[config.mk]
export PLATFORM = sky130hd
export DESIGN_NAME = counter_arbiter
export DESIGN_NICKNAME = d
export VERILOG_FILES = /design/src/rtl/counter_arb_defs.sv /design/src/rtl/cnt_down_core.sv /design/src/rtl/counter_arbiter.sv
export SDC_FILE = /design/constraint.sdc
export NUM_CORES = 1
export LEC_CHECK = 0
export ABC_AREA = 1
export BUFFER_PORTS_ARGS = -buffer_cell sky130_fd_sc_hd__buf_2
export CELL_PAD_IN_SITES_DETAIL_PLACEMENT = 0
export CELL_PAD_IN_SITES_GLOBAL_PLACEMENT = 2
export CORE_AREA = 2 2 75 77
export CTS_CLUSTER_SIZE = 25
export DETAILED_ROUTE_END_ITERATION = 12
export DIE_AREA = 0 0 77 79
export MAX_ROUTING_LAYER = met4
export PLACE_DENSITY_LB_ADDON = 0.2
export RECOVER_POWER = 25
export SYNTH_ARGS = -nofsm -noshare
export SYNTH_HDL_FRONTEND = slang
export SYNTH_SLANG_ARGS = --single-unit
[constraint.sdc]
create_clock -name CLK -period 2.3 [get_ports CLK]
set_clock_uncertainty 0.15 [all_clocks]
set_input_delay 0.575 -clock CLK [delete_from_list [all_inputs] [get_ports CLK]]
set_output_delay 0.575 -clock CLK [all_outputs]
set_load 0.01 [all_outputs]
[src/rtl/counter_arb_defs.sv]
// Shared definitions for the counter arbiter: FSM encoding and default sizes.
package counter_arb_defs;

  localparam int DEF_N_REQ = 4;
  localparam int DEF_CNT_W = 4;

  // 2'd3 is unused; the FSM treats it as IDLE on the next edge.
  typedef enum logic [1:0] {
    ST_IDLE = 2'd0,
    ST_RUN  = 2'd1,
    ST_DONE = 2'd2
  } arb_state_t;

endpackage

[src/rtl/cnt_down_core.sv]
// Loadable down-counter that saturates at zero. Same-edge priority: clr > load > en.
module cnt_down_core #(
  parameter int CNT_W = 4
) (
  input  logic             CLK,
  input  logic             RST,
  input  logic             load,
  input  logic [CNT_W-1:0] load_val,
  input  logic             en,
  input  logic             clr,
  output logic [CNT_W-1:0] cnt,
  output logic             zero
);

  logic [CNT_W-1:0] cnt_q, cnt_d;

  // Next count; the decrement is gated at zero so the value never wraps.
  always_comb begin
    cnt_d = cnt_q;
    if (clr)
      cnt_d = '0;
    else if (load)
      cnt_d = load_val;
    else if (en && (cnt_q != '0))
      cnt_d = cnt_q - CNT_W'(1);
  end

  // Count register.
  always_ff @(posedge CLK) begin
    if (RST)
      cnt_q <= '0;
    else
      cnt_q <= cnt_d;
  end

  assign cnt  = cnt_q;
  assign zero = (cnt_q == '0);

endmodule

[src/rtl/counter_arbiter.sv]
// Round-robin owner of a shared down-counter. Grants one requester, runs its
// length down to zero, pulses done, and returns to IDLE before rearbitrating.
//
//   state | meaning
//   IDLE  | no owner, counter held at 0, arbitration happens here only
//   RUN   | owner holds grant, counter decrements toward 0
//   DONE  | one-cycle done pulse to owner, grant still held
module counter_arbiter
  import counter_arb_defs::*;
#(
  parameter int N_REQ = DEF_N_REQ,
  parameter int CNT_W = DEF_CNT_W
) (
  input  logic                   CLK,
  input  logic                   RST,
  input  logic [N_REQ-1:0]       i_req,
  input  logic [N_REQ*CNT_W-1:0] i_len,
  output logic [N_REQ-1:0]       o_gnt,
  output logic [N_REQ-1:0]       o_done,
  output logic                   o_busy,
  output logic [CNT_W-1:0]       o_cnt
);

  localparam int PTR_W = (N_REQ > 1) ? $clog2(N_REQ) : 1;

  arb_state_t       state_q, state_d;
  logic [PTR_W-1:0] ptr_q, ptr_d;
  logic [N_REQ-1:0] gnt_q, gnt_d;
  logic [N_REQ-1:0] done_q, done_d;

  logic             cnt_load, cnt_en, cnt_clr, cnt_zero;
  logic [CNT_W-1:0] cnt_val;

  logic             win_found;
  logic [PTR_W-1:0] win_idx;
  logic [PTR_W-1:0] cand_idx;
  int               cand;
  logic [CNT_W-1:0] len_arr [N_REQ];

  for (genvar g = 0; g < N_REQ; g++) begin : g_len
    assign len_arr[g] = i_len[g*CNT_W +: CNT_W];
  end

  // Cyclic priority search starting just after the last owner (ptr).
  always_comb begin
    win_found = 1'b0;
    win_idx   = ptr_q;
    cand      = 0;
    cand_idx  = '0;
    for (int off = 1; off <= N_REQ; off++) begin
      cand     = (int'(ptr_q) + off) % N_REQ;
      cand_idx = PTR_W'(cand);
      if (!win_found && i_req[cand_idx]) begin
        win_found = 1'b1;
        win_idx   = cand_idx;
      end
    end
  end

  // Next-state and counter control. ptr always equals the current owner.
  always_comb begin
    state_d  = state_q;
    ptr_d    = ptr_q;
    gnt_d    = gnt_q;
    done_d   = '0;
    cnt_load = 1'b0;
    cnt_en   = 1'b0;
    cnt_clr  = 1'b0;
    case (state_q)
      ST_IDLE: begin
        if (win_found) begin
          state_d         = ST_RUN;
          ptr_d           = win_idx;
          gnt_d           = '0;
          gnt_d[win_idx]  = 1'b1;
          cnt_load        = 1'b1;
        end
      end
      ST_RUN: begin
        // Abort outranks completion: a dropped request never sees done.
        if (!i_req[ptr_q]) begin
          state_d = ST_IDLE;
          gnt_d   = '0;
          cnt_clr = 1'b1;
        end else if (cnt_zero) begin
          state_d = ST_DONE;
          done_d  = gnt_q;
        end else begin
          cnt_en = 1'b1;
        end
      end
      ST_DONE: begin
        state_d = ST_IDLE;
        gnt_d   = '0;
        cnt_clr = 1'b1;
      end
      default: begin
        state_d = ST_IDLE;
        gnt_d   = '0;
        cnt_clr = 1'b1;
      end
    endcase
  end

  // State, pointer and registered outputs.
  always_ff @(posedge CLK) begin
    if (RST) begin
      state_q <= ST_IDLE;
      ptr_q   <= PTR_W'(N_REQ - 1);
      gnt_q   <= '0;
      done_q  <= '0;
    end else begin
      state_q <= state_d;
      ptr_q   <= ptr_d;
      gnt_q   <= gnt_d;
      done_q  <= done_d;
    end
  end

  cnt_down_core #(.CNT_W(CNT_W)) u_cnt (
    .CLK      (CLK),
    .RST      (RST),
    .load     (cnt_load),
    .load_val (len_arr[win_idx]),
    .en       (cnt_en),
    .clr      (cnt_clr),
    .cnt      (cnt_val),
    .zero     (cnt_zero)
  );

  assign o_gnt  = gnt_q;
  assign o_done = done_q;
  assign o_busy = (state_q != ST_IDLE);
  assign o_cnt  = cnt_val;

endmodule

# Word level (Yosys, flattened, before mapping)
# Cells that the tools add are included.
# classes
n_mux,39
shift,0
eq_ne,4
n_lt_le_gt_ge,8
reduce_logical,18
n_bitwise,4
add_sub_neg,5
mul,0
div_mod_pow,0
# op_table
cell,n
2-to-1 mux 4 bit,6
"less-than comparator 2 x 3 -> 1 bit, second input constant",6
2-to-1 mux 1 bit,16
2-to-1 mux 2 bit,7
binary-select mux 1 bit (select 2 bit),5
binary-select mux 4 bit (select 2 bit),1
case mux 4 bit (2 select lines),1
AND reduction 2 bit,3
logical AND 1 bit,5
"adder 2 x 1 -> 2 bit, second input constant",2
"adder 2 bit, second input constant",2
zero test 4 bit,1
"inequality test 2 bit, second input constant",2
case mux 2 bit (2 select lines),1
nonzero test 2 bit,2
nonzero test 4 bit,1
OR reduction 4 bit,1
"subtractor 4 x 1 -> 4 bit, second input constant",1
">= comparator 3 bit, second input constant",1
zero test 1 bit,3
"inequality test 3 bit, second input constant",1
NOT 1 bit,3
NOT 2 -> 3 bit,1
demux 1 bit (select 2 bit),1
other kinds (5),5
# totals
reg_bits,16
mem_bits_rw,0
n_memories,0
mem_bits_ro,0
latchBits,0
in_bits,22

# Longest topological paths before layout
# Gate-level depths: netlist of run 1.
# logic_depth
word_depth,19
depth_mapped,16
ltp_nobuf,15

# By module
# A second synthesis of run 1 with hierarchy kept.
# unflattened
hier_cells,200
hier_area_um2,1248.7
# by_module_without_submodules
mod,n_inst,cells_each,area_per_inst_um2,seq_area_each_um2
counter_arbiter,1,153,970.9,240.2
cnt_down_core,1,47,277.8,80.1

# Worst setup path after synthesis of run 1
# OpenSTA, ideal clock, no wires.
# synth_timing
kind,input port to flip-flop
start,input i_req[1]
end,register u_cnt.cnt_q[3] (netlist: u_cnt.cnt[3])
stages,12
path_buffers,0
setup_ps,109
t_arrival_ps,1536
slack_ps,505
path_cell_list,inv_1 nand2_4 nand2_2 inv_1 o21ai_2 nand4_2 nand2_4 nand2_4 o21ai_2 inv_1 nand2_1 inv_1
# synth_via
elab_chain_cells,17
elab_cells_between_ends,38
classes_between,mux: 28; bitwise: 1; reduce/logical: 9
# synth_rtl
element,line_no,source
from (decl),counter_arbiter.sv:16,"input logic [N_REQ-1:0] i_req,"
binary-select mux 1 bit (select 2 bit),counter_arbiter.sv:53,if (!win_found && i_req[cand_idx]) begin
2-to-1 mux 1 bit (implied by the code),counter_arbiter.sv:53,
2-to-1 mux 1 bit,counter_arbiter.sv:53,
zero test 1 bit,counter_arbiter.sv:53,
logical AND 1 bit,counter_arbiter.sv:53,
2-to-1 mux 1 bit,counter_arbiter.sv:53,
zero test 1 bit,counter_arbiter.sv:53,
logical AND 1 bit,counter_arbiter.sv:53,
2-to-1 mux 1 bit,counter_arbiter.sv:53,
zero test 1 bit,counter_arbiter.sv:53,
logical AND 1 bit,counter_arbiter.sv:53,
2-to-1 mux 2 bit,counter_arbiter.sv:53,
NOT 2 -> 3 bit (implied by the code),counter_arbiter.sv:124,".load_val (len_arr[win_idx]),"
binary-select mux 4 bit (select 2 bit),counter_arbiter.sv:124,
2-to-1 mux 4 bit (implied by the code) (2 in a row),counter_arbiter.sv:124,
2-to-1 mux 4 bit,cnt_down_core.sv:22,else if (load)
to (signal assigned),cnt_down_core.sv:33,cnt_q <= cnt_d;
to (decl),cnt_down_core.sv:15,"logic [CNT_W-1:0] cnt_q, cnt_d;"
# Several ways; a longest one is shown, not always the timed one. The select of a mux whose other input is x is not followed.
# A chain may end at the register's enable or synchronous reset.

# Worst setup path in the final report of run 1
# layout_timing
start,register ptr_q[0]
end,register gnt_q[2] (netlist: o_gnt[2])
# layout_via
elab_chain_cells,19
elab_cells_between_ends,38
classes_between,add/sub: 4; order compare: 2; eq/ne: 2; mux: 22; reduce/logical: 8
# layout_rtl
element,line_no,source
from (decl),counter_arbiter.sv:27,"logic [PTR_W-1:0] ptr_q, ptr_d;"
from (signal assigned),counter_arbiter.sv:109,ptr_q <= PTR_W'(N_REQ - 1);
from (signal assigned),counter_arbiter.sv:114,ptr_q <= ptr_d;
adder 2 x 1 -> 2 bit,counter_arbiter.sv:51,cand = (int'(ptr_q) + off) % N_REQ;
binary-select mux 1 bit (select 2 bit),counter_arbiter.sv:53,
2-to-1 mux 1 bit (implied by the code),counter_arbiter.sv:53,
2-to-1 mux 1 bit,counter_arbiter.sv:53,
zero test 1 bit,counter_arbiter.sv:53,
logical AND 1 bit,counter_arbiter.sv:53,
2-to-1 mux 1 bit,counter_arbiter.sv:53,
zero test 1 bit,counter_arbiter.sv:53,
(+3 left out),-,
logical AND 1 bit,counter_arbiter.sv:53,
2-to-1 mux 2 bit,counter_arbiter.sv:53,
less-than comparator 2 x 3 -> 1 bit (implied by the code) / >= comparator 2 x 1 -> 1 bit (equally long branches),counter_arbiter.sv:75,gnt_d[win_idx] = 1'b1;
logical AND 1 bit (implied by the code),counter_arbiter.sv:75,
2-to-1 mux 1 bit (implied by the code),counter_arbiter.sv:75,
demux 1 bit (select 2 bit),counter_arbiter.sv:75,
2-to-1 mux 4 bit,counter_arbiter.sv:71,if (win_found) begin
case mux 4 bit (2 select lines),counter_arbiter.sv:69,case (state_q)
to (signal assigned),counter_arbiter.sv:115,gnt_q <= gnt_d;
to (decl),counter_arbiter.sv:28,"logic [N_REQ-1:0] gnt_q, gnt_d;"
# Several ways; a longest one is shown, not always the timed one. The select of a mux whose other input is x is not followed.

==> qor.json, run 1 <==
{
  "setup-violations-final": {"value": 0},
  "syn_inst": {"value": 193},
  "holdPathEnd": {"value": "o_done[2]"},
  "tritoncts_clock_tree": {"value": "yes"},
  "final_net_count": {"value": 255},
  "status": {"value": "finished, final reports clean"},
  "synth_area_per_cell": {"value": 6.71, "unit": "µm²"},
  "dp_hpwl": {"value": 2550, "unit": "µm"},
  "worst-path-max-fanout": {"value": 11},
  "final_layout_size_suffix_gt1_share": {"value": 33.9, "unit": "%"},
  "dr.first_iter.drc_count": {"value": 41},
  "floorplan.die.width": {"value": 77, "unit": "µm"},
  "post-route-min-period": {"value": 1.90, "unit": "ns"},
  "postSynthNetCount": {"value": 217},
  "cts_buffers": {"value": 3},
  "crit_path_max_incr_delay": {"value": 0.35, "unit": "ns"},
  "grt_pass1_vias": {"value": 1197},
  "start_util": {"value": 24.3, "unit": "%"},
  "ioPinCount": {"value": 35},
  "coreArea": {"value": 0.00534, "unit": "mm²"},
  "number_of_synthesized_register_bits": {"value": 16},
  "cts_buffer_depth": {"value": 2},
  "cts.sinks": {"value": 16},
  "arrival": {"value": 1.88, "unit": "ns"},
  "cts_hold_buffers": {"value": 0},
  "slew_at_the_pin_with_the_worst_max_slew_slack": {"value": 0.314, "unit": "ns"},
  "max_freq": {"value": 527, "unit": "MHz"},
  "worst_hold_startpoint": {"value": "o_gnt[2]"},
  "vias": {"value": 1215},
  "syn-cell-area": {"value": 0.00129, "unit": "mm²"},
  "rsz0062_at_grt": {"value": "no"},
  "relSlewSlack": {"value": 79.0, "unit": "%"},
  "grt_usage": {"value": 11.2, "unit": "%"},
  "synth.distinct_cells": {"value": 27},
  "final_max_slew_viol_count": {"value": 0},
  "worstSetupPathType": {"value": "register to register"},
  "cp_common_cell": {"value": "nand2_4"},
  "post_cts_buffers": {"value": 0},
  "antenna_cells": {"value": 0},
  "grt-ovfl-total": {"value": 0},
  "cpMaxStageDelayCell": {"value": "dfxtp_1"},
  "r2r-end": {"value": "o_gnt[2]"},
  "ff2ff_path_depth": {"value": 10},
  "hold_depth": {"value": 2},
  "area.growth.synth_to_final": {"value": 23.1, "unit": "%"},
  "timing.critical_path.to_type": {"value": "register"},
  "wire_per_inst": {"value": 10.3, "unit": "µm"},
  "static-leakage-power": {"value": 0.809, "unit": "nW"},
  "cts.reportedPaths.clkPinSlew": {"value": 0.07, "unit": "ns"},
  "first_pass_iters": {"value": 5},
  "gp_congestion": {"value": 0.737},
  "cp_data_required_time": {"value": 2.29, "unit": "ns"},
  "grt_max_degree": {"value": 12},
  "std_cell_rows": {"value": 27},
  "clock_latency": {"value": 0.25, "unit": "ns"},
  "worstHoldPathType": {"value": "register to register"},
  "vdd_ir_drop_max": {"value": 352, "unit": "µV"},
  "ant_nets": {"value": 0},
  "hold_viol_final": {"value": 0},
  "final_routed_wirelength": {"value": 3100, "unit": "µm"},
  "drcViolationCount": {"value": 0},
  "power_density": {"value": 1470, "unit": "mW/mm²"},
  "setup_tns_after_final_layout": {"value": 0, "unit": "ns"},
  "synth.yosys.warnings": {"value": 0},
  "drt-vias-per-instance": {"value": 4.02},
  "numPortBuffers": {"value": 34},
  "antenna_found_initial": {"value": 0},
  "synth.yosys.seq_area_share": {"value": 24.7, "unit": "%"},
  "global_route_wire_length_before_repair": {"value": 5410, "unit": "µm"},
  "timing.final.crit_share": {"value": 82.5, "unit": "%"},
  "r2r_setup_slack": {"value": 0.40, "unit": "ns"},
  "cap_viol_max_count": {"value": 0},
  "die-height": {"value": 79, "unit": "µm"},
  "startpoint_type": {"value": "register"},
  "floorplan.die_area": {"value": 0.00608, "unit": "mm²"},
  "path_cells": {"value": "buf_4 -> nand2_4 -> nand2_2 -> inv_1 -> o21ai_2 -> nand4_2 -> nand2_4 -> inv_2 -> nand3_1 -> a21oi_1"},
  "cts_root_buffer": {"value": "clkbuf_8"},
  "design_area": {"value": 0.00159, "unit": "mm²"},
  "reg2reg_from": {"value": "ptr_q[0]"},
  "dpl-instance-area": {"value": 0.00155, "unit": "mm²"},
  "post_cts.resized_instances": {"value": 0},
  "htree_levels": {"value": 1}
}
-- layer usage --
metal	vias to the layer above	part of all wire [%]	GRT usage [%]
met5	-	0	-
met4	0	0.77	2.14
met3	4	4.6	2.05
met2	35	46	18.9
met1	506	49	14.2
li1	670	-	-
-- worst max path at each step --
stage,start,endpoint,depth (start not counted)
after CTS,ptr_q[0],o_gnt[2],10
after global placement,i_req[1],o_gnt[2],11
after detailed placement,i_req[1],u_cnt.cnt[2],11
final,ptr_q[0],o_gnt[2],10
after global routing,ptr_q[0],u_cnt.cnt[1],14
after floorplan,i_req[1],u_cnt.cnt[3],12
-- state kept, by name, indices dropped and copies added (netlist names) --
register	flops
o_done	4
o_gnt	4
ptr_q	2
u_cnt.cnt	4
state_q	2
-- critical path: cells and delay by family, from the launching register on --
| kind | cells | cell delay [ns] |
|---|---|---|
| DFF | 1 | 0.35 |
| and+or+nand+nor | 5 | 0.65 |
| buffers and inverters | 3 | 0.36 |
| AOI/OAI and AO/OA | 2 | 0.28 |
-- cell usage in the layout, fill, tap and decap left out --
cell       n
a21oi_1    8
a31oi_1    1
buf_2     27
buf_4      2
clkbuf_1   7
clkbuf_8   4
clkinv_1   1
dfxtp_1   16
ha_1       2
inv_1     28
inv_2      4
inv_4      1
nand2_1   48
nand2_2   16
nand2_4   12
nand3_1   21
nand3_2    4
nand3b_1   1
nand4_2    1
nor2_1    11
nor2_4     2
nor3_2     1
nor3_4     1
o21ai_0    3
o21ai_2    3
o21bai_1   2
or2_1      1
xor2_1     2
-- cells in the mapped netlist (all sizes together) --
| cell | n | share of area [%] |
|---|---|---|
| nand3b | 1 | 0.58 |
| nand4 | 1 | 0.97 |
| or2 | 1 | 0.48 |
| dfxtp | 16 | 25 |
| o21ai | 6 | 3.2 |
| xor2 | 2 | 1.4 |
| o21bai | 2 | 1.2 |
| buf | 3 | 1.7 |
| nand3 | 25 | 11 |
| nor3 | 2 | 2.0 |
| nor2 | 13 | 4.9 |
| a31oi | 1 | 0.48 |
| ha | 2 | 1.9 |
| a21oi | 8 | 3.1 |
| nand2 | 76 | 32 |
| clkinv | 1 | 0.29 |
| inv | 33 | 9.8 |
-- logic make-up after synthesis --
kind of cell               Yosys count  synth area share [%]
AOI/OAI and AO/OA                   17                  7.92
xor gates and xnor gates             2                  1.35
adders and majority gates            2                  1.93
buffers and inverters               37                  11.8
DFF                                 16                  24.7
and+or+nand+nor                    119                  52.3
-- power breakdown --
part / internal (mW) / switching [mW] / total (mW)
registers: 0.362 / 0.0643 / 0.426
logic: 0.562 / 1.10 / 1.66
clock network: 0.152 / 0.0992 / 0.251
-- layout make-up --
class / instances / area (µm²)
Timing Repair Buffer: 36 / 176
Inverter: 34 / 130
Multi-Input combinational cell: 140 / 822
Tap cell: 72 / 90.1
Fill cell: 639 / 3740
Clock buffer: 4 / 55.1
Sequential cell: 16 / 320
-- per-stage QoR --
| stage | utilization (%) | setup WS (ns) | total power, mW | std cells | hold WS [ns] |
|---|---|---|---|---|---|
| final | 29.9 | 0.403 | 2.34 | 302 | 0.293 |
| after global routing | 29.9 | 0.186 | 2.63 | 302 | 0.311 |
| after CTS | 30.0 | 0.366 | 2.40 | 302 | 0.300 |
| after detailed placement | 29.0 | 0.190 | 2.13 | 298 | 0.289 |
| after global placement | 29.0 | 0.160 | 2.15 | 298 | 0.285 |
| after floorplan | - | 0.505 | 1.76 | 193 | 0.315 |
(Power assumes the default switching activity.)
==> run 2: changes to the inputs <==
Clock period 2.3 ns to 1.8 ns, I/O delays scaled along.
==> run 2 against run 1 <==
Net effect:
- the flow now finishes with violations (setup timing)
- die area unchanged
- final cell count rose by 4.6%
- worst setup slack worse by 0.42 ns
- routed wire length increased by 6.9%
- first-iteration DRC count up 68%
- power up 57%
- combinational power is 67% higher
- sequential share of layout area down 2.7 points
- hold slack improved by 0.0024 ns
- critical endpoint is now ptr_q[1]
- highest routed layer unchanged
==> qor.json, run 2 (synthesis results as in run 1) <==
{
  "status": {"value": "finished, violations left"},
  "violations_in_the_final_reports": {"value": "setup timing"},
  "mostFrequentLayoutCell": {"value": "nand2_1"},
  "drcViolationCount": {"value": 0},
  "hold-worst-slack": {"value": 0.296, "unit": "ns"},
  "cts.reportedPaths.clkPinSlew": {"value": 0.07, "unit": "ns"},
  "cts.sinks": {"value": 16},
  "ant_nets": {"value": 0},
  "floorplan.die_area": {"value": 0.00608, "unit": "mm²"},
  "drt-vias-per-instance": {"value": 4.08},
  "clock_latency": {"value": 0.25, "unit": "ns"},
  "grt-ovfl-total": {"value": 0},
  "arrival": {"value": 1.81, "unit": "ns"},
  "floorplan.die.width": {"value": 77, "unit": "µm"},
  "dr.first_iter.drc_count": {"value": 69},
  "power.share.switching": {"value": 50.4, "unit": "%"},
  "timing.critical_path.to_type": {"value": "register"},
  "worst-path-max-fanout": {"value": 6},
  "static-leakage-power": {"value": 0.945, "unit": "nW"},
  "final_routed_wirelength": {"value": 3310, "unit": "µm"},
  "antenna_cells": {"value": 0},
  "grt_pass1_vias": {"value": 1245},
  "pwr-share-clk": {"value": 8.9, "unit": "%"},
  "vias": {"value": 1288},
  "dp_cells": {"value": 307},
  "final_max_slew_viol_count": {"value": 0},
  "post-route-min-period": {"value": 1.81, "unit": "ns"},
  "p_seq_share": {"value": 15.7, "unit": "%"},
  "setup-violations-final": {"value": 2},
  "worstHoldPathType": {"value": "register to register"},
  "startpoint_type": {"value": "register"},
  "cap_viol_max_count": {"value": 0},
  "switchingPower": {"value": 1.85, "unit": "mW"},
  "timing.final.crit_share": {"value": 101, "unit": "%"},
  "ioPinCount": {"value": 35},
  "final_layout_size_suffix_gt1_share": {"value": 48.0, "unit": "%"},
  "global_route_wire_length_before_repair": {"value": 5710, "unit": "µm"},
  "p_int": {"value": 1.83, "unit": "mW"},
  "gp_congestion": {"value": 0.771},
  "std_cell_rows": {"value": 27},
  "grt_usage": {"value": 11.7, "unit": "%"},
  "tritoncts_clock_tree": {"value": "yes"},
  "grt_max_degree": {"value": 10},
  "seqCellArea": {"value": 328, "unit": "µm²"},
  "cts_buffer_depth": {"value": 2},
  "stdcell_count": {"value": 316},
  "area.growth.synth_to_final": {"value": 45.2, "unit": "%"},
  "fin_total_pwr": {"value": 3.68, "unit": "mW"},
  "start_util": {"value": 24.3, "unit": "%"},
  "first_pass_iters": {"value": 4},
  "hold_viol_final": {"value": 0},
  "comb_power_share": {"value": 75.4, "unit": "%"},
  "wire_per_inst": {"value": 10.5, "unit": "µm"},
  "preCtsSetupSlack": {"value": -0.179, "unit": "ns"},
  "relSlewSlack": {"value": 85.3, "unit": "%"},
  "multiInputGateArea": {"value": 935, "unit": "µm²"},
  "worstSetupPathType": {"value": "register to register"},
  "cts_root_buffer": {"value": "clkbuf_8"},
  "setup_tns_after_final_layout": {"value": -0.0226, "unit": "ns"},
  "max_freq": {"value": 551, "unit": "MHz"},
  "rsz0062_at_grt": {"value": "yes"},
  "cp_data_required_time": {"value": 1.79, "unit": "ns"},
  "vdd_ir_drop_max": {"value": 448, "unit": "µV"},
  "power_density": {"value": 1960, "unit": "mW/mm²"},
  "most-common-layout-cells": {"value": "39 x nand2_1, 30 x buf_2, 26 x inv_1, 20 x nand2_4, 17 x nand2_2"},
  "numPortBuffers": {"value": 34},
  "fillers": {"value": 618},
  "coreArea": {"value": 0.00534, "unit": "mm²"},
  "die-height": {"value": 79, "unit": "µm"},
  "final_net_count": {"value": 269},
  "htree_levels": {"value": 1},
  "cts_buffers": {"value": 3},
  "dp_hpwl": {"value": 2650, "unit": "µm"},
  "slew_at_the_pin_with_the_worst_max_slew_slack": {"value": 0.219, "unit": "ns"},
  "antenna_found_initial": {"value": 0},
  "setup_ws": {"value": -0.0149, "unit": "ns"}
}
[run 2: changes by cell type in the layout (fill, tap and decap cells not counted), moves of 3 or more]
cell      before  now
buf_2         27   30
buf_4          2   11
clkbuf_1       7    4
nand2_1       48   39
nand2_4       12   20
nand3_1       21   16
nand3_2        4    9
[run 2: worst paths after layout]
path	cells past startpoint	to	from	slack, ns
min	2	o_done[3]	o_gnt[3]	0.30
min reg2reg	2	o_done[3]	o_gnt[3]	0.30
max	11	ptr_q[1]	ptr_q[0]	-0.01
max reg2reg	11	ptr_q[1]	ptr_q[0]	-0.01
[run 2: metal layers]
layer  global-route usage (%)  share of wire, %  up-vias
met5                        -                 0        -
met4                     1.61              0.48        0
met3                     2.27               4.1        2
met2                     19.4                47       29
met1                     15.2                48      558
li1                         -                 -      699
[run 2: stage by stage]
step,utilization (%),instance area (µm²)
floorplan,-,1290
global placement,30.7,1640
detailed placement,30.7,1640
CTS,32.9,1760
global route,35.2,1880
finish,35.2,1880
[run 2: cell type report]
class	instances	share of cell area [%]
Timing Repair Buffer	50	17.8
Clock buffer	4	2.93
Inverter	34	7.32
Sequential cell	16	17.4
Multi-Input combinational cell	140	49.7
Tap cell	72	4.79
[run 2: worst max-delay path, cell delays in order, from the launching register on]
cell and delay, ns:
dfxtp_4 0.40, buf_12 0.14, nand2_4 0.05, nand2_4 0.09, nand2_2 0.08, buf_4 0.14
nand4_4 0.11, nand2_4 0.10, buf_4 0.15, buf_4 0.12, a21oi_1 0.10, o21ai_1 0.07
[run 2: what timing repair did]
action | 4_1_cts | 5_1_grt
endpoints found under the setup margin | 11 | 12
setup buffers | 2 | 2
cloned | 0 | 1
resized for setup | 12 | 29
pin swaps | 11 | 18
hold buffers | 0 | 0
[run 2: power by group through the flow]
| stage | clock [mW] | combinational [mW] | sequential, mW |
|---|---|---|---|
| floorplan | 0 | 1.68 | 0.567 |
| global route | 0.355 | 3.10 | 0.600 |
| finish | 0.326 | 2.78 | 0.577 |
| detailed placement | 0 | 2.42 | 0.562 |
| CTS | 0.332 | 2.57 | 0.564 |
| global placement | 0 | 2.45 | 0.561 |
==> run 3: changes to the inputs <==
Settings changed: CORE_AREA 2 2 75 77 to 2 2 73 75, DIE_AREA 0 0 77 79 to 0 0 75 77, SYNTH_HIERARCHICAL set to 1.
==> run 3 against run 2 <==
Net effect:
- the flow still finishes with violations (setup timing)
- combinational power up 13%
- global-route usage rose by 0.76 points
- worst setup slack got worse by 0.16 ns
- area after synthesis down 3.6%
- final cell count up 5.7%
- clock power decreased by 2%
- via count increased by 5.7%
- routed wire length shrank 1.8%
- critical path type unchanged
==> qor.json, run 3 <==
{
  "floorplan.die.width": {"value": 75, "unit": "µm"},
  "hold_viol_final": {"value": 0},
  "ant_nets": {"value": 0},
  "dpl-instance-area": {"value": 0.00167, "unit": "mm²"},
  "post-route-min-period": {"value": 1.98, "unit": "ns"},
  "wire_per_inst": {"value": 9.73, "unit": "µm"},
  "cts_hold_buffers": {"value": 0},
  "final_net_count": {"value": 288},
  "grt_pass1_vias": {"value": 1290},
  "grt_max_degree": {"value": 10},
  "timing.final.crit_share": {"value": 110, "unit": "%"},
  "cp_common_cell": {"value": "nand2_4"},
  "cts_buffers": {"value": 3},
  "syn-cell-area": {"value": 0.00125, "unit": "mm²"},
  "relSlewSlack": {"value": 85.7, "unit": "%"},
  "timing.critical_path.to_type": {"value": "register"},
  "area.growth.synth_to_final": {"value": 54.2, "unit": "%"},
  "worstHoldPathType": {"value": "register to register"},
  "crit_path_max_incr_delay": {"value": 0.37, "unit": "ns"},
  "rsz0062_at_grt": {"value": "yes"},
  "clock_latency": {"value": 0.25, "unit": "ns"},
  "final_routed_wirelength": {"value": 3250, "unit": "µm"},
  "grt-ovfl-total": {"value": 0},
  "start_util": {"value": 25.1, "unit": "%"},
  "ys.flop_type": {"value": "dfxtp_1"},
  "stdcell_count": {"value": 334},
  "violations_in_the_final_reports": {"value": "setup timing"},
  "setup_tns_after_final_layout": {"value": -0.974, "unit": "ns"},
  "cap_viol_max_count": {"value": 0},
  "final_layout_size_suffix_gt1_share": {"value": 48.1, "unit": "%"},
  "dp_cells": {"value": 325},
  "synth.top_cells.by_count": {"value": "79 x nand2_1, 23 x inv_1, 16 x dfxtp_1"},
  "switchingPower": {"value": 2.01, "unit": "mW"},
  "cts_root_buffer": {"value": "clkbuf_8"},
  "ioPinCount": {"value": 35},
  "synthDominantAreaCellType": {"value": "dfxtp_1"},
  "synth_area_per_cell": {"value": 6.24, "unit": "µm²"},
  "die-height": {"value": 77, "unit": "µm"},
  "mostFrequentLayoutCell": {"value": "nand2_1"},
  "worst-path-max-fanout": {"value": 6},
  "drt-vias-per-instance": {"value": 4.08},
  "cpMaxStageDelayCell": {"value": "dfxtp_4"},
  "path_cells": {"value": "buf_6 -> nand2_4 -> nand2_4 -> nand2_4 -> nand2_4 -> nor2_8 -> nand2_4 -> nand2_4 -> nand2_4 -> o211ai_2 -> nand2_1 -> nor2_1 -> nor2_1 -> o21ai_1 -> nor2_1"},
  "pwr-share-clk": {"value": 8.0, "unit": "%"},
  "p_int": {"value": 2.02, "unit": "mW"},
  "antenna_found_initial": {"value": 0},
  "design_area": {"value": 0.00193, "unit": "mm²"},
  "postSynthNetCount": {"value": 223},
  "cp_data_required_time": {"value": 1.80, "unit": "ns"},
  "count_of_flip_flops_with_a_built_in_enable_after_synthesis": {"value": 0},
  "post-synth-top-count-cell": {"value": "nand2_1"},
  "synth.distinct_cells": {"value": 26},
  "max_freq": {"value": 506, "unit": "MHz"},
  "tritoncts_clock_tree": {"value": "yes"},
  "floorplan.die_area": {"value": 0.00578, "unit": "mm²"},
  "syn_inst": {"value": 200},
  "synth.yosys.seq_area_share": {"value": 25.7, "unit": "%"},
  "power_density": {"value": 2090, "unit": "mW/mm²"},
  "dp_hpwl": {"value": 2550, "unit": "µm"},
  "antenna_cells": {"value": 0},
  "vias": {"value": 1362},
  "grt_usage": {"value": 12.4, "unit": "%"},
  "drcViolationCount": {"value": 0},
  "static-leakage-power": {"value": 0.987, "unit": "nW"},
  "worstSetupPathType": {"value": "register to register"},
  "status": {"value": "finished, violations left"},
  "arrival": {"value": 1.97, "unit": "ns"},
  "cts.reportedPaths.clkPinSlew": {"value": 0.06, "unit": "ns"},
  "synth_top_cells_by_area": {"value": "dfxtp_1 26%, nand2_1 24%, inv_1 6.9%, nand2_4 6.3%, nand3_1 5.2%"},
  "number_of_synthesized_register_bits": {"value": 16},
  "htree_levels": {"value": 1},
  "synth.yosys.warnings": {"value": 6},
  "startpoint_type": {"value": "register"},
  "cts.sinks": {"value": 16},
  "async_reset_ff_share": {"value": 0, "unit": "%"},
  "coreArea": {"value": 0.00498, "unit": "mm²"},
  "setup_ws": {"value": -0.175, "unit": "ns"},
  "r2r_setup_slack": {"value": -0.18, "unit": "ns"},
  "cts_buffer_depth": {"value": 2},
  "final_max_slew_viol_count": {"value": 0},
  "numPortBuffers": {"value": 34},
  "yosys.area.top_type_share": {"value": 25.7, "unit": "%"},
  "vdd_ir_drop_max": {"value": 880, "unit": "µV"},
  "setup-violations-final": {"value": 9},
  "slew_at_the_pin_with_the_worst_max_slew_slack": {"value": 0.214, "unit": "ns"},
  "std_cell_rows": {"value": 26},
  "global_route_wire_length_before_repair": {"value": 5580, "unit": "µm"},
  "p_seq_share": {"value": 14.2, "unit": "%"},
  "comb_power_share": {"value": 77.8, "unit": "%"},
  "power.share.switching": {"value": 49.9, "unit": "%"},
  "first_pass_iters": {"value": 4},
  "gp_congestion": {"value": 0.762},
  "most-common-layout-cells": {"value": "58 x nand2_1, 30 x buf_2, 26 x buf_4, 21 x nand2_2, 21 x inv_1"},
  "dr.first_iter.drc_count": {"value": 35}
}
[run 3: final timing paths]
path / end / start / cells past startpoint
setup reg to reg: u_cnt/cnt[0] / ptr_q[0] / 15
hold / removal: o_done[0] / o_gnt[0] / 2
setup / recovery: u_cnt/cnt[0] / ptr_q[0] / 15
hold reg to reg: o_done[0] / o_gnt[0] / 2
[run 3: per-layer routing]
layer | GRT usage (%) | part of all wire, % | vias up
met3 | 1.71 | 4.3 | 3
met2 | 18.5 | 46 | 28
met4 | 5.36 | 0.92 | 0
met1 | 16.5 | 49 | 582
met5 | - | 0 | -
li1 | - | - | 749
[run 3: cells by family (layout without fill, tap and decap cells)]
family                   Yosys count  after routing  share of synthesized area [%]
AND/OR/NAND/NOR                  134            135                           51.9
buffers and inverters             31             94                           11.2
flip-flops                        16             16                           25.7
adder cells (fa/ha/maj)            1              1                           1.00
AO/OA/AOI/OAI                     18             18                           10.2
[run 3: area by class of cell]
cell class	count	area, µm²
fill	565	3050
multi-input combinational	154	957
timing repair buffer	63	394
sequential	16	328
inverter	27	104
tap	70	87.6
clock buffer	4	55.1
[run 3: repair_timing]
item                       4_1_cts  5_1_grt
hold endpoints to repair         0        0
setup buffers                    2        2
resized for setup               10       35
pin swaps                        8       15
setup endpoints to repair       14       15
cloned                           1        0
[run 3: stage by stage]
step                      util [%]  total power [mW]  setup slack [ns]  hold WS (ns)
after floorplan                  -              2.38            -0.102         0.315
after global placement        33.6              3.22            -0.279         0.282
after detailed placement      33.6              3.19            -0.296         0.285
after CTS                     36.0              3.73            -0.175         0.297
after global routing          38.7              4.47            -0.301         0.321
final                         38.7              4.02            -0.175         0.298
[run 3: power groups by stage]
stage	clock network [mW]	logic [mW]	registers, mW
floorplan	0	1.81	0.576
global placement	0	2.66	0.559
detailed placement	0	2.64	0.558
CTS	0.336	2.83	0.558
global route	0.352	3.53	0.589
finish	0.321	3.13	0.572
[run 3: critical path, delay by kind of cell (launching register included)]
| kind | cells | cell delay (ns) |
|---|---|---|
| AO/OA/AOI/OAI | 2 | 0.21 |
| buffers and inverters | 1 | 0.13 |
| flip-flops | 1 | 0.37 |
| AND/OR/NAND/NOR | 12 | 1.01 |
